`src/rtl/aes_stream_ctrl_if.sv`:
```
// rtl/aes_stream_ctrl_if.sv - job, engine and result handshake bundle for aes_stream_ctrl
interface aes_stream_ctrl_if #(
    parameter int DATA_W = 128,
    parameter int TAG_W  = 4
);
    logic              in_valid;
    logic              in_ready;
    logic              in_encOrDec;
    logic [2:0]        in_keySize;
    logic [DATA_W-1:0] in_message;
    logic [TAG_W-1:0]  in_tag;

    logic              core_start;
    logic              core_encOrDec;
    logic [2:0]        core_keySize;
    logic [DATA_W-1:0] core_message;
    logic              core_done;
    logic [DATA_W-1:0] core_result;

    logic              out_valid;
    logic              out_ready;
    logic [DATA_W-1:0] out_message;
    logic [TAG_W-1:0]  out_tag;
    logic              out_err;

    logic              busy;

    modport master (
        output in_valid, in_encOrDec, in_keySize, in_message, in_tag,
        input  in_ready,
        input  core_start, core_encOrDec, core_keySize, core_message,
        output core_done, core_result,
        input  out_valid, out_message, out_tag, out_err,
        output out_ready,
        input  busy
    );

    modport slave (
        input  in_valid, in_encOrDec, in_keySize, in_message, in_tag,
        output in_ready,
        output core_start, core_encOrDec, core_keySize, core_message,
        input  core_done, core_result,
        output out_valid, out_message, out_tag, out_err,
        input  out_ready,
        output busy
    );
endinterface

```
`src/rtl/aes_stream_ctrl.sv`:
```
// rtl/aes_stream_ctrl.sv - queued job controller for the AES round engine
// Optional engine watchdog enabled by defining AES_STREAM_TIMEOUT_EN.
module aes_stream_ctrl #(
    parameter int DATA_W         = 128,
    parameter int DEPTH          = 4,
    parameter int TAG_W          = 4,
    parameter int TIMEOUT_CYCLES = 1024
) (
    input logic              clock,
    input logic              reset,
    aes_stream_ctrl_if.slave bus
);
    localparam int AW = $clog2(DEPTH);

    typedef enum logic [1:0] {IDLE, LAUNCH, WAIT, STORE} state_t;
    state_t state;

    logic [DATA_W-1:0] iq_msg [DEPTH];
    logic [TAG_W-1:0]  iq_tag [DEPTH];
    logic [2:0]        iq_ks  [DEPTH];
    logic              iq_enc [DEPTH];
    logic [AW:0]       iq_wr, iq_rd;
    logic              iq_empty, iq_full, iq_push, iq_pop;

    logic [DATA_W-1:0] oq_msg [DEPTH];
    logic [TAG_W-1:0]  oq_tag [DEPTH];
    logic              oq_err [DEPTH];
    logic [AW:0]       oq_wr, oq_rd;
    logic              oq_empty, oq_full, oq_push, oq_pop;

    logic [DATA_W-1:0] job_msg, res_msg;
    logic [TAG_W-1:0]  job_tag;
    logic [2:0]        job_ks;
    logic              job_enc, res_err, start_q;

`ifdef AES_STREAM_TIMEOUT_EN
    localparam int TW = $clog2(TIMEOUT_CYCLES + 1);
    localparam logic [TW-1:0] TIMER_LAST = TW'(TIMEOUT_CYCLES - 1);
    logic [TW-1:0] timer;
`else
    logic unused_timeout;
    assign unused_timeout = (TIMEOUT_CYCLES != 0);
`endif

    function automatic logic ks_legal(input logic [2:0] ks);
        return (ks == 3'b001) || (ks == 3'b010) || (ks == 3'b100);
    endfunction

    // Full when the pointers differ only in the wrap bit.
    assign iq_empty = (iq_wr == iq_rd);
    assign iq_full  = (iq_wr[AW] != iq_rd[AW]) && (iq_wr[AW-1:0] == iq_rd[AW-1:0]);
    assign oq_empty = (oq_wr == oq_rd);
    assign oq_full  = (oq_wr[AW] != oq_rd[AW]) && (oq_wr[AW-1:0] == oq_rd[AW-1:0]);

    // Only one job is ever in flight, so a free output slot at launch is the reservation.
    assign iq_push = bus.in_valid && !iq_full;
    assign iq_pop  = (state == IDLE) && !iq_empty && !oq_full;
    assign oq_push = (state == STORE);
    assign oq_pop  = !oq_empty && bus.out_ready;

    assign bus.in_ready      = !iq_full;
    assign bus.core_start    = start_q;
    assign bus.core_encOrDec = job_enc;
    assign bus.core_keySize  = job_ks;
    assign bus.core_message  = job_msg;
    assign bus.out_valid     = !oq_empty;
    assign bus.out_message   = oq_empty ? '0 : oq_msg[oq_rd[AW-1:0]];
    assign bus.out_tag       = oq_empty ? '0 : oq_tag[oq_rd[AW-1:0]];
    assign bus.out_err       = !oq_empty && oq_err[oq_rd[AW-1:0]];
    assign bus.busy          = (state != IDLE) || !iq_empty || !oq_empty;

    always_ff @(posedge clock) begin
        if (iq_push) begin
            iq_msg[iq_wr[AW-1:0]] <= bus.in_message;
            iq_tag[iq_wr[AW-1:0]] <= bus.in_tag;
            iq_ks[iq_wr[AW-1:0]]  <= bus.in_keySize;
            iq_enc[iq_wr[AW-1:0]] <= bus.in_encOrDec;
        end
        if (oq_push) begin
            oq_msg[oq_wr[AW-1:0]] <= res_msg;
            oq_tag[oq_wr[AW-1:0]] <= job_tag;
            oq_err[oq_wr[AW-1:0]] <= res_err;
        end
    end

    always_ff @(posedge clock) begin
        if (reset) begin
            iq_wr <= '0;
            iq_rd <= '0;
            oq_wr <= '0;
            oq_rd <= '0;
        end else begin
            if (iq_push) iq_wr <= iq_wr + 1'b1;
            if (iq_pop)  iq_rd <= iq_rd + 1'b1;
            if (oq_push) oq_wr <= oq_wr + 1'b1;
            if (oq_pop)  oq_rd <= oq_rd + 1'b1;
        end
    end

    always_ff @(posedge clock) begin
        if (reset) begin
            state   <= IDLE;
            start_q <= 1'b0;
            job_msg <= '0;
            job_tag <= '0;
            job_ks  <= '0;
            job_enc <= 1'b0;
            res_msg <= '0;
            res_err <= 1'b0;
`ifdef AES_STREAM_TIMEOUT_EN
            timer   <= '0;
`endif
        end else begin
            start_q <= 1'b0;
            case (state)
                IDLE: begin
                    if (iq_pop) begin
                        job_msg <= iq_msg[iq_rd[AW-1:0]];
                        job_tag <= iq_tag[iq_rd[AW-1:0]];
                        job_ks  <= iq_ks[iq_rd[AW-1:0]];
                        job_enc <= iq_enc[iq_rd[AW-1:0]];
                        start_q <= ks_legal(iq_ks[iq_rd[AW-1:0]]);
                        state   <= LAUNCH;
                    end
                end
                LAUNCH: begin
`ifdef AES_STREAM_TIMEOUT_EN
                    timer <= '0;
`endif
                    if (ks_legal(job_ks)) begin
                        state <= WAIT;
                    end else begin
                        res_msg <= '0;
                        res_err <= 1'b1;
                        state   <= STORE;
                    end
                end
                WAIT: begin
                    if (bus.core_done) begin
                        res_msg <= bus.core_result;
                        res_err <= 1'b0;
                        state   <= STORE;
                    end
`ifdef AES_STREAM_TIMEOUT_EN
                    else if (timer == TIMER_LAST) begin
                        res_msg <= '0;
                        res_err <= 1'b1;
                        state   <= STORE;
                    end else begin
                        timer <= timer + 1'b1;
                    end
`endif
                end
                STORE: state <= IDLE;
                default: state <= IDLE;
            endcase
        end
    end
endmodule

```
`src/flat_wrapper.sv`:
```
// flat-port wrapper written by rule: the top's interface ports become plain ports
module aes_stream_ctrl_flat 
#(
    parameter int DATA_W         = 128,
    parameter int DEPTH          = 4,
    parameter int TAG_W          = 4,
    parameter int TIMEOUT_CYCLES = 1024
)
  (clock, reset, bus_in_valid, bus_in_encOrDec, bus_in_keySize, bus_in_message, bus_in_tag, bus_in_ready, bus_core_start, bus_core_encOrDec, bus_core_keySize, bus_core_message, bus_core_done, bus_core_result, bus_out_valid, bus_out_message, bus_out_tag, bus_out_err, bus_out_ready, bus_busy);
  aes_stream_ctrl_if #(.DATA_W(DATA_W), .TAG_W(TAG_W)) bus_i ();
  input logic clock;
  input logic reset;
  input wire logic [$bits(bus_i.in_valid)-1:0] bus_in_valid;
  input wire logic [$bits(bus_i.in_encOrDec)-1:0] bus_in_encOrDec;
  input wire logic [$bits(bus_i.in_keySize)-1:0] bus_in_keySize;
  input wire logic [$bits(bus_i.in_message)-1:0] bus_in_message;
  input wire logic [$bits(bus_i.in_tag)-1:0] bus_in_tag;
  output wire logic [$bits(bus_i.in_ready)-1:0] bus_in_ready;
  output wire logic [$bits(bus_i.core_start)-1:0] bus_core_start;
  output wire logic [$bits(bus_i.core_encOrDec)-1:0] bus_core_encOrDec;
  output wire logic [$bits(bus_i.core_keySize)-1:0] bus_core_keySize;
  output wire logic [$bits(bus_i.core_message)-1:0] bus_core_message;
  input wire logic [$bits(bus_i.core_done)-1:0] bus_core_done;
  input wire logic [$bits(bus_i.core_result)-1:0] bus_core_result;
  output wire logic [$bits(bus_i.out_valid)-1:0] bus_out_valid;
  output wire logic [$bits(bus_i.out_message)-1:0] bus_out_message;
  output wire logic [$bits(bus_i.out_tag)-1:0] bus_out_tag;
  output wire logic [$bits(bus_i.out_err)-1:0] bus_out_err;
  input wire logic [$bits(bus_i.out_ready)-1:0] bus_out_ready;
  output wire logic [$bits(bus_i.busy)-1:0] bus_busy;
  assign bus_i.in_valid = bus_in_valid;
  assign bus_i.in_encOrDec = bus_in_encOrDec;
  assign bus_i.in_keySize = bus_in_keySize;
  assign bus_i.in_message = bus_in_message;
  assign bus_i.in_tag = bus_in_tag;
  assign bus_in_ready = bus_i.in_ready;
  assign bus_core_start = bus_i.core_start;
  assign bus_core_encOrDec = bus_i.core_encOrDec;
  assign bus_core_keySize = bus_i.core_keySize;
  assign bus_core_message = bus_i.core_message;
  assign bus_i.core_done = bus_core_done;
  assign bus_i.core_result = bus_core_result;
  assign bus_out_valid = bus_i.out_valid;
  assign bus_out_message = bus_i.out_message;
  assign bus_out_tag = bus_i.out_tag;
  assign bus_out_err = bus_i.out_err;
  assign bus_i.out_ready = bus_out_ready;
  assign bus_busy = bus_i.busy;
  aes_stream_ctrl #(.DATA_W(DATA_W), .DEPTH(DEPTH), .TAG_W(TAG_W), .TIMEOUT_CYCLES(TIMEOUT_CYCLES)) u_core (.clock(clock), .reset(reset), .bus(bus_i));
endmodule
```
`config.mk`:
```
export PLATFORM = sky130hd
export DESIGN_NAME = aes_stream_ctrl_flat
export DESIGN_NICKNAME = d
export VERILOG_FILES = /design/src/rtl/aes_stream_ctrl_if.sv /design/src/rtl/aes_stream_ctrl.sv /design/src/flat_wrapper.sv
export SDC_FILE = /design/constraint.sdc
export NUM_CORES = 1
export LEC_CHECK = 0
export BUFFER_PORTS_ARGS = -buffer_cell sky130_fd_sc_hd__buf_2
export CAP_MARGIN = 5
export CORE_ASPECT_RATIO = 1.25
export CORE_UTILIZATION = 41
export CTS_BUF_LIST = sky130_fd_sc_hd__clkbuf_8
export DETAILED_ROUTE_END_ITERATION = 10
export SYNTH_ARGS = -nofsm -noshare
export SYNTH_HDL_FRONTEND = slang
export SYNTH_SLANG_ARGS = --single-unit
```
`constraint.sdc`:
```
create_clock -name clock -period 14.34 [get_ports clock]
set_clock_uncertainty 0.15 [all_clocks]
set_input_delay 1.434 -clock clock [delete_from_list [all_inputs] [get_ports clock]]
set_output_delay 1.434 -clock clock [all_outputs]
set_load 0.05 [all_outputs]
```
==> results.cfg, run 1 <==
[sta]
slew_headroom = 0.2365
slew_viol_final = 0
min_period_over_period = 0.4119
period_needed_ps = 5906
rsz0062_at_grt = false
tns_ps = 0
fin_hold_ws_ps = 315.2
finalSetupViolations = 0
finalHoldViolCount = 0
tightest_slew_ps = 1145
fmax_mhz = 169.3

[place]
gp_congestion = 0.7434
io_buffer_count = 537
dpl.hpwl_mm = 76.90
postPlaceCellArea_um2 = 55910

[route]
drc_errors = 0
vias = 29959
ant_nets = 0
wl_per_cell_um = 25.84
vias_per_cell = 5.678
postRouteWirelength_mm = 136.3
dr.pass1.iters = 5
drtIter0Drc = 2496

[pwr]
cellPowerDensity_nw_per_um2 = 181.7
internal-power_mw = 7.062
switching_share = 0.3550
switching_power_mw = 3.887
comb_power_share = 0.268
leakagePower_nw = 19.91
seqPwrFrac = 0.435
clock_power_share = 0.297
ir_drop_mv = 0.1311

[clock_tree]
insertion_delay_ps = 920
cts_made_buffers = 207
clk_pin_slew_worst_paths_ps = 60
cts_root_buf = clkbuf_8
cts_tree = built
cts-resized-gates = 0
ctsLongestPathBuffers = 3
cts_setup_buffers = 0
cts_max_level = 4
hold_buffers = 0
cts.sinks = 1360

[grt]
grt_pass1_wl_mm = 198.9
grt.total_usage = 0.2098
grt_max_degree = 141
grt_pass1_vias = 30527
antenna_found_initial = 60
gr-total-overflow = 0

[layout]
drive_gt1_frac = 0.3226
final_area_um2 = 60250
n_fill_cell = 10639
nNetsFinal = 3744
layout_common_cells = 1076 x edfxtp_1, 535 x buf_2, 280 x dfxtp_1, 269 x mux4_2, 267 x a21oi_1
area_delta_synth_final_pct = 16.13
multi_input_area_um2 = 12730
final_common_cell = edfxtp_1
seq_area_um2 = 38010
final_util = 0.4813

[floorplanning]
core-area_um2 = 125200
die_h_um = 399.7
dieArea_um2 = 128000
io_pins = 538
num_rows = 145
dieWidth_um = 320.2
start_util = 0.4145

[synthesis]
synth_seq_cells = 1360
yosysSeqAreaShare = 0.7323
yosys.cell_types.count = 40
syn_inst = 2942
ys.flop_type = edfxtp_1
syn_nets = 3226
postSynthAreaPerCell_um2 = 17.64
synthArstFlopShare = 0
ys_top_cells_by_area = edfxtp_1 62%, mux4_2 12%, dfxtp_1 11%, a21oi_1 2.6%, o2111ai_1 2.2%
yosysTopAreaCellShare = 0.6227
synth_area_um2 = 51880
synth_edf_count = 1076
yosys.area.top_type = edfxtp_1
yosysWarnings = 0

[setup_path]
start_kind = flop
r2r_slack_ps = 10080
worstPathMaxFanout = 40
arrival_ps = 4320
setup.worst_path.class = flop to output pin
cp.required_ps = 12760
end_kind = output pin

[outcome]
status = finished clean

[worst_hold_path]
hold_class = flop to flop

[job]
cap_viol_max_count = 0
## stage by stage
| stage | instances | power, mW | setup WS (ps) |
|---|---|---|---|
| after floorplan | 2942 | 6.936 | 8705 |
| after global placement | 4868 | 7.794 | 9180 |
| after detailed placement | 4868 | 7.809 | 9169 |
| after CTS | 5259 | 11.08 | 8115 |
| after global routing | 5264 | 11.40 | 7991 |
| final | 5276 | 10.95 | 8434 |
## worst max-delay path: stages (launching register included)
cell     delay [ps]
dfxtp_4         770
buf_4           810
buf_4           760
mux4_2          630
and2_1          180
buf_2           210
## final timing paths
| path | cells after the start | start | end |
|---|---|---|---|
| worst max-delay path | 5 | flop | bus_out_message[44] |
| worst min-delay path | 2 | u_core.bus.core_message[3]$_SDFFE_PP0P_ | u_core.bus.core_message[3]$_SDFFE_PP0P_ |
| worst max register to register | 9 | u_core.state[0]$_SDFFE_PP0P_ | u_core.res_msg[19]$_SDFFE_PP0P_ |
| worst min register to register | 2 | u_core.bus.core_message[3]$_SDFFE_PP0P_ | u_core.bus.core_message[3]$_SDFFE_PP0P_ |
## power groups by stage
stage	sequential, mW	clock [mW]	combinational, mW
floorplan	5.30	0	1.64
global placement	4.84	0	2.96
global route	4.80	3.49	3.11
finish	4.76	3.26	2.93
detailed placement	4.84	0	2.96
CTS	4.77	3.34	2.97
## Yosys cell counts (4+ instances only)
cell,n
xnor2_1,7
nand3_1,129
nand2b_1,4
dfxtp_1,284
mux2i_1,5
buf_4,7
mux4_2,269
edfxtp_1,1076
o2111ai_1,129
and2_1,141
ha_1,15
nand4_1,137
inv_1,8
xor2_1,6
buf_2,109
clkbuf_1,158
or3_1,5
o31ai_1,138
a21oi_1,267
nor2_1,14
## registers in the layout (all words and copies together) (netlist names), 12 cells and up, named ones only
register and count:
u_core.oq_msg 512, u_core.iq_msg 512, u_core.iq_tag 16, u_core.bus.core_message 128, u_core.res_msg 128, u_core.iq_ks 12
u_core.oq_tag 16
## routing by layer
metal	GRT usage	vias to the layer above	share of wire
li1	-	13126	-
met1	0.2617	15405	0.40
met2	0.3373	1096	0.48
met3	0.08615	242	0.098
met4	0.05639	90	0.017
met5	0	-	0.0042
## cells by family after synthesis
family,synth area share
compound gates,0.06863
xor+xnor,0.002821
fa+ha+maj,0.003617
buf+inv,0.02448
flops,0.7323
mux,0.1182
simple gates,0.04997
## cell type report
cell class,instances,area share
Inverter,9,0.0006022
Clock inverter,149,0.01607
Clock buffer,242,0.05528
Timing Repair Buffer,590,0.05162
Multi-Input combinational cell,1292,0.2113
Antenna cell,17,0.0007060
Sequential cell,1360,0.6309
Tap cell,1617,0.03358
No activity file was read; power rests on OpenSTA's default activity.
==> run 2, diff against run 1 <==
- clock period: 14.34 -> 5.1 ns (I/O delays scaled with it)
==> run 2 against run 1 <==
  * Cell area is 5.5% higher
  * Wire length rose by 0.99%
  * Sequential power grew to 2.8 times the previous value
  * Sequential share of layout area shrank 3.3 points
  * Clock power increased to 2.8 times the previous value
  * First-iteration DRC count increased by 0.76%
  * Non-clock buffer count grew 296
  * Register-to-register slack got worse by 8600 ps
  * Flip-flop and latch count stayed put
  * Combinational power grew to 2.9 times the previous value
  * Hold slack worse by 110 ps
  * Largest cell class unchanged
==> results.cfg, run 2 (synthesis gave the netlist of run 1 again) <==
[outcome]
status = finished clean

[floorplanning]
dieArea_um2 = 128000
dieWidth_um = 320.2
core-area_um2 = 125200
start_util = 0.4145
die_h_um = 399.7
num_rows = 145
io_pins = 538

[clock_tree]
cts_setup_buffers = 0
cts.sinks = 1360
cts_tree = built
cts_root_buf = clkbuf_8
ctsLongestPathBuffers = 3
cts_made_buffers = 204
clk_pin_slew_worst_paths_ps = 70
insertion_delay_ps = 900
cts_max_level = 4

[setup_path]
cpMaxStageDelayCell = dfxtp_4
slowest_delay_ps = 870
crit_chain = buf_4, mux4_2, and2_1, buf_2
worstPathMaxFanout = 34
start_kind = flop
arrival_ps = 3320
cp.required_ps = 4440
setup.worst_path.class = flop to output pin
end_kind = output pin

[sta]
slew_headroom = 0.2926
tightest_slew_ps = 1061
slew_viol_final = 0
setup_slack_ps = 1118
tns_ps = 0
rsz0062_at_grt = false
fmax_mhz = 251.1
fin_hold_ws_ps = 205.5
finalHoldViolCount = 0
finalSetupViolations = 0
min_period_over_period = 0.7809
period_needed_ps = 3982

[pwr]
seqPwrFrac = 0.428
switching_power_mw = 10.92
cellPowerDensity_nw_per_um2 = 490.6
ir_drop_mv = 0.4532
comb_power_share = 0.275
leakagePower_nw = 21.14
internal-power_mw = 20.26
clock_power_share = 0.297
switching_share = 0.3503

[place]
io_buffer_count = 537
dpl.hpwl_mm = 75.31
gp_congestion = 0.7427
dp_slack_ps = 1764

[layout]
layout_common_cells = 1076 x edfxtp_1, 535 x buf_2, 300 x dlygate4sd3_1, 280 x dfxtp_1, 269 x mux4_2
n_fill_cell = 10458
nNetsFinal = 4037
area_delta_synth_final_pct = 22.51
drive_gt1_frac = 0.3021
final_common_cell = edfxtp_1

[route]
postRouteWirelength_mm = 137.7
ant_nets = 0
drc_errors = 0
drtIter0Drc = 2515
wl_per_cell_um = 24.77
vias = 31396
vias_per_cell = 5.648
dr.pass1.iters = 5

[grt]
grt.total_usage = 0.2123
gr-total-overflow = 0
antenna_found_initial = 23
grt_pass1_vias = 31811
grt_max_degree = 141
grt_pass1_wl_mm = 204.8

[worst_hold_path]
hold_class = input port to flop

[job]
cap_viol_max_count = 0
[run 2: cell count changes in the layout (fill, tap and decap cells not counted), sizes merged]
| cell | delta |
|---|---|
| clkbuf | +14 |
| clkinv | +10 |
| clkinvlp | +3 |
| bufinv | +1 |
| diode | -8 |
| buf | -4 |
| dlygate4sd3 | +300 |
| inv | -33 |
[run 2: area by class of cell]
cell class,instances,area [um2],share of cell area
antenna,9,22.52,0.0003543
clock buffer,256,3523,0.05543
clock inverter,130,834.6,0.01313
inverter,9,36.28,0.0005708
multi-input combinational,1292,12730,0.2003
sequential,1360,38010,0.5980
tap,1617,2023,0.03183
timing repair buffer,886,6384,0.1004
[run 2: critical path: cells and delay by family, from the launching register on]
kind          cells  cell delay (ps)
simple gates      1              190
buf+inv           2              670
mux               1              640
flops             1              870
[run 2: stage by stage]
| step | power, mW | instance area [um2] | utilization | instances |
|---|---|---|---|---|
| after global routing | 32.42 | 63560 | 0.5077 | 5555 |
| after global placement | 21.98 | 56180 | 0.4488 | 4864 |
| final | 31.19 | 63570 | 0.5078 | 5559 |
| after CTS | 31.47 | 63540 | 0.5076 | 5550 |
| after floorplan | 19.50 | 51880 | - | 2942 |
| after detailed placement | 22.02 | 56180 | 0.4488 | 4864 |
[run 2: timing repair]
item	CTS	global route
endpoints found under the hold margin	691	0
hold buffers	300	0
resized for setup	0	0
[run 2: metal layers]
layer,global-route usage,vias to the layer above,routed length [um]
met3,0.06333,234,11700
li1,-,13692,-
met4,0.06254,32,2817
met1,0.2817,16210,57260
met5,0,-,227
met2,0.3382,1228,65690
[run 2: worst paths after layout]
| check | startpoint | slack (ps) | cells past startpoint | to |
|---|---|---|---|---|
| setup / recovery | flop | 1120 | 4 | bus_out_message[107] |
| hold / removal | bus_in_message[22] | 210 | 2 | u_core.iq_msg[2][22]$_DFFE_PP_ |
| setup reg to reg | u_core.state[0]$_SDFFE_PP0P_ | 1460 | 8 | u_core.res_msg[10]$_SDFFE_PP0P_ |
| hold reg to reg | u_core.bus.core_message[116]$_SDFFE_PP0P_ | 320 | 2 | u_core.bus.core_message[116]$_SDFFE_PP0P_ |
[run 2: power by group through the flow]
stage | Clock (mW) | Sequential (mW) | Combinational (mW)
after global routing | 9.91 | 13.4 | 9.08
after global placement | 0 | 13.5 | 8.43
after floorplan | 0 | 14.9 | 4.61
final | 9.26 | 13.3 | 8.58
after detailed placement | 0 | 13.6 | 8.45
after CTS | 9.46 | 13.4 | 8.66
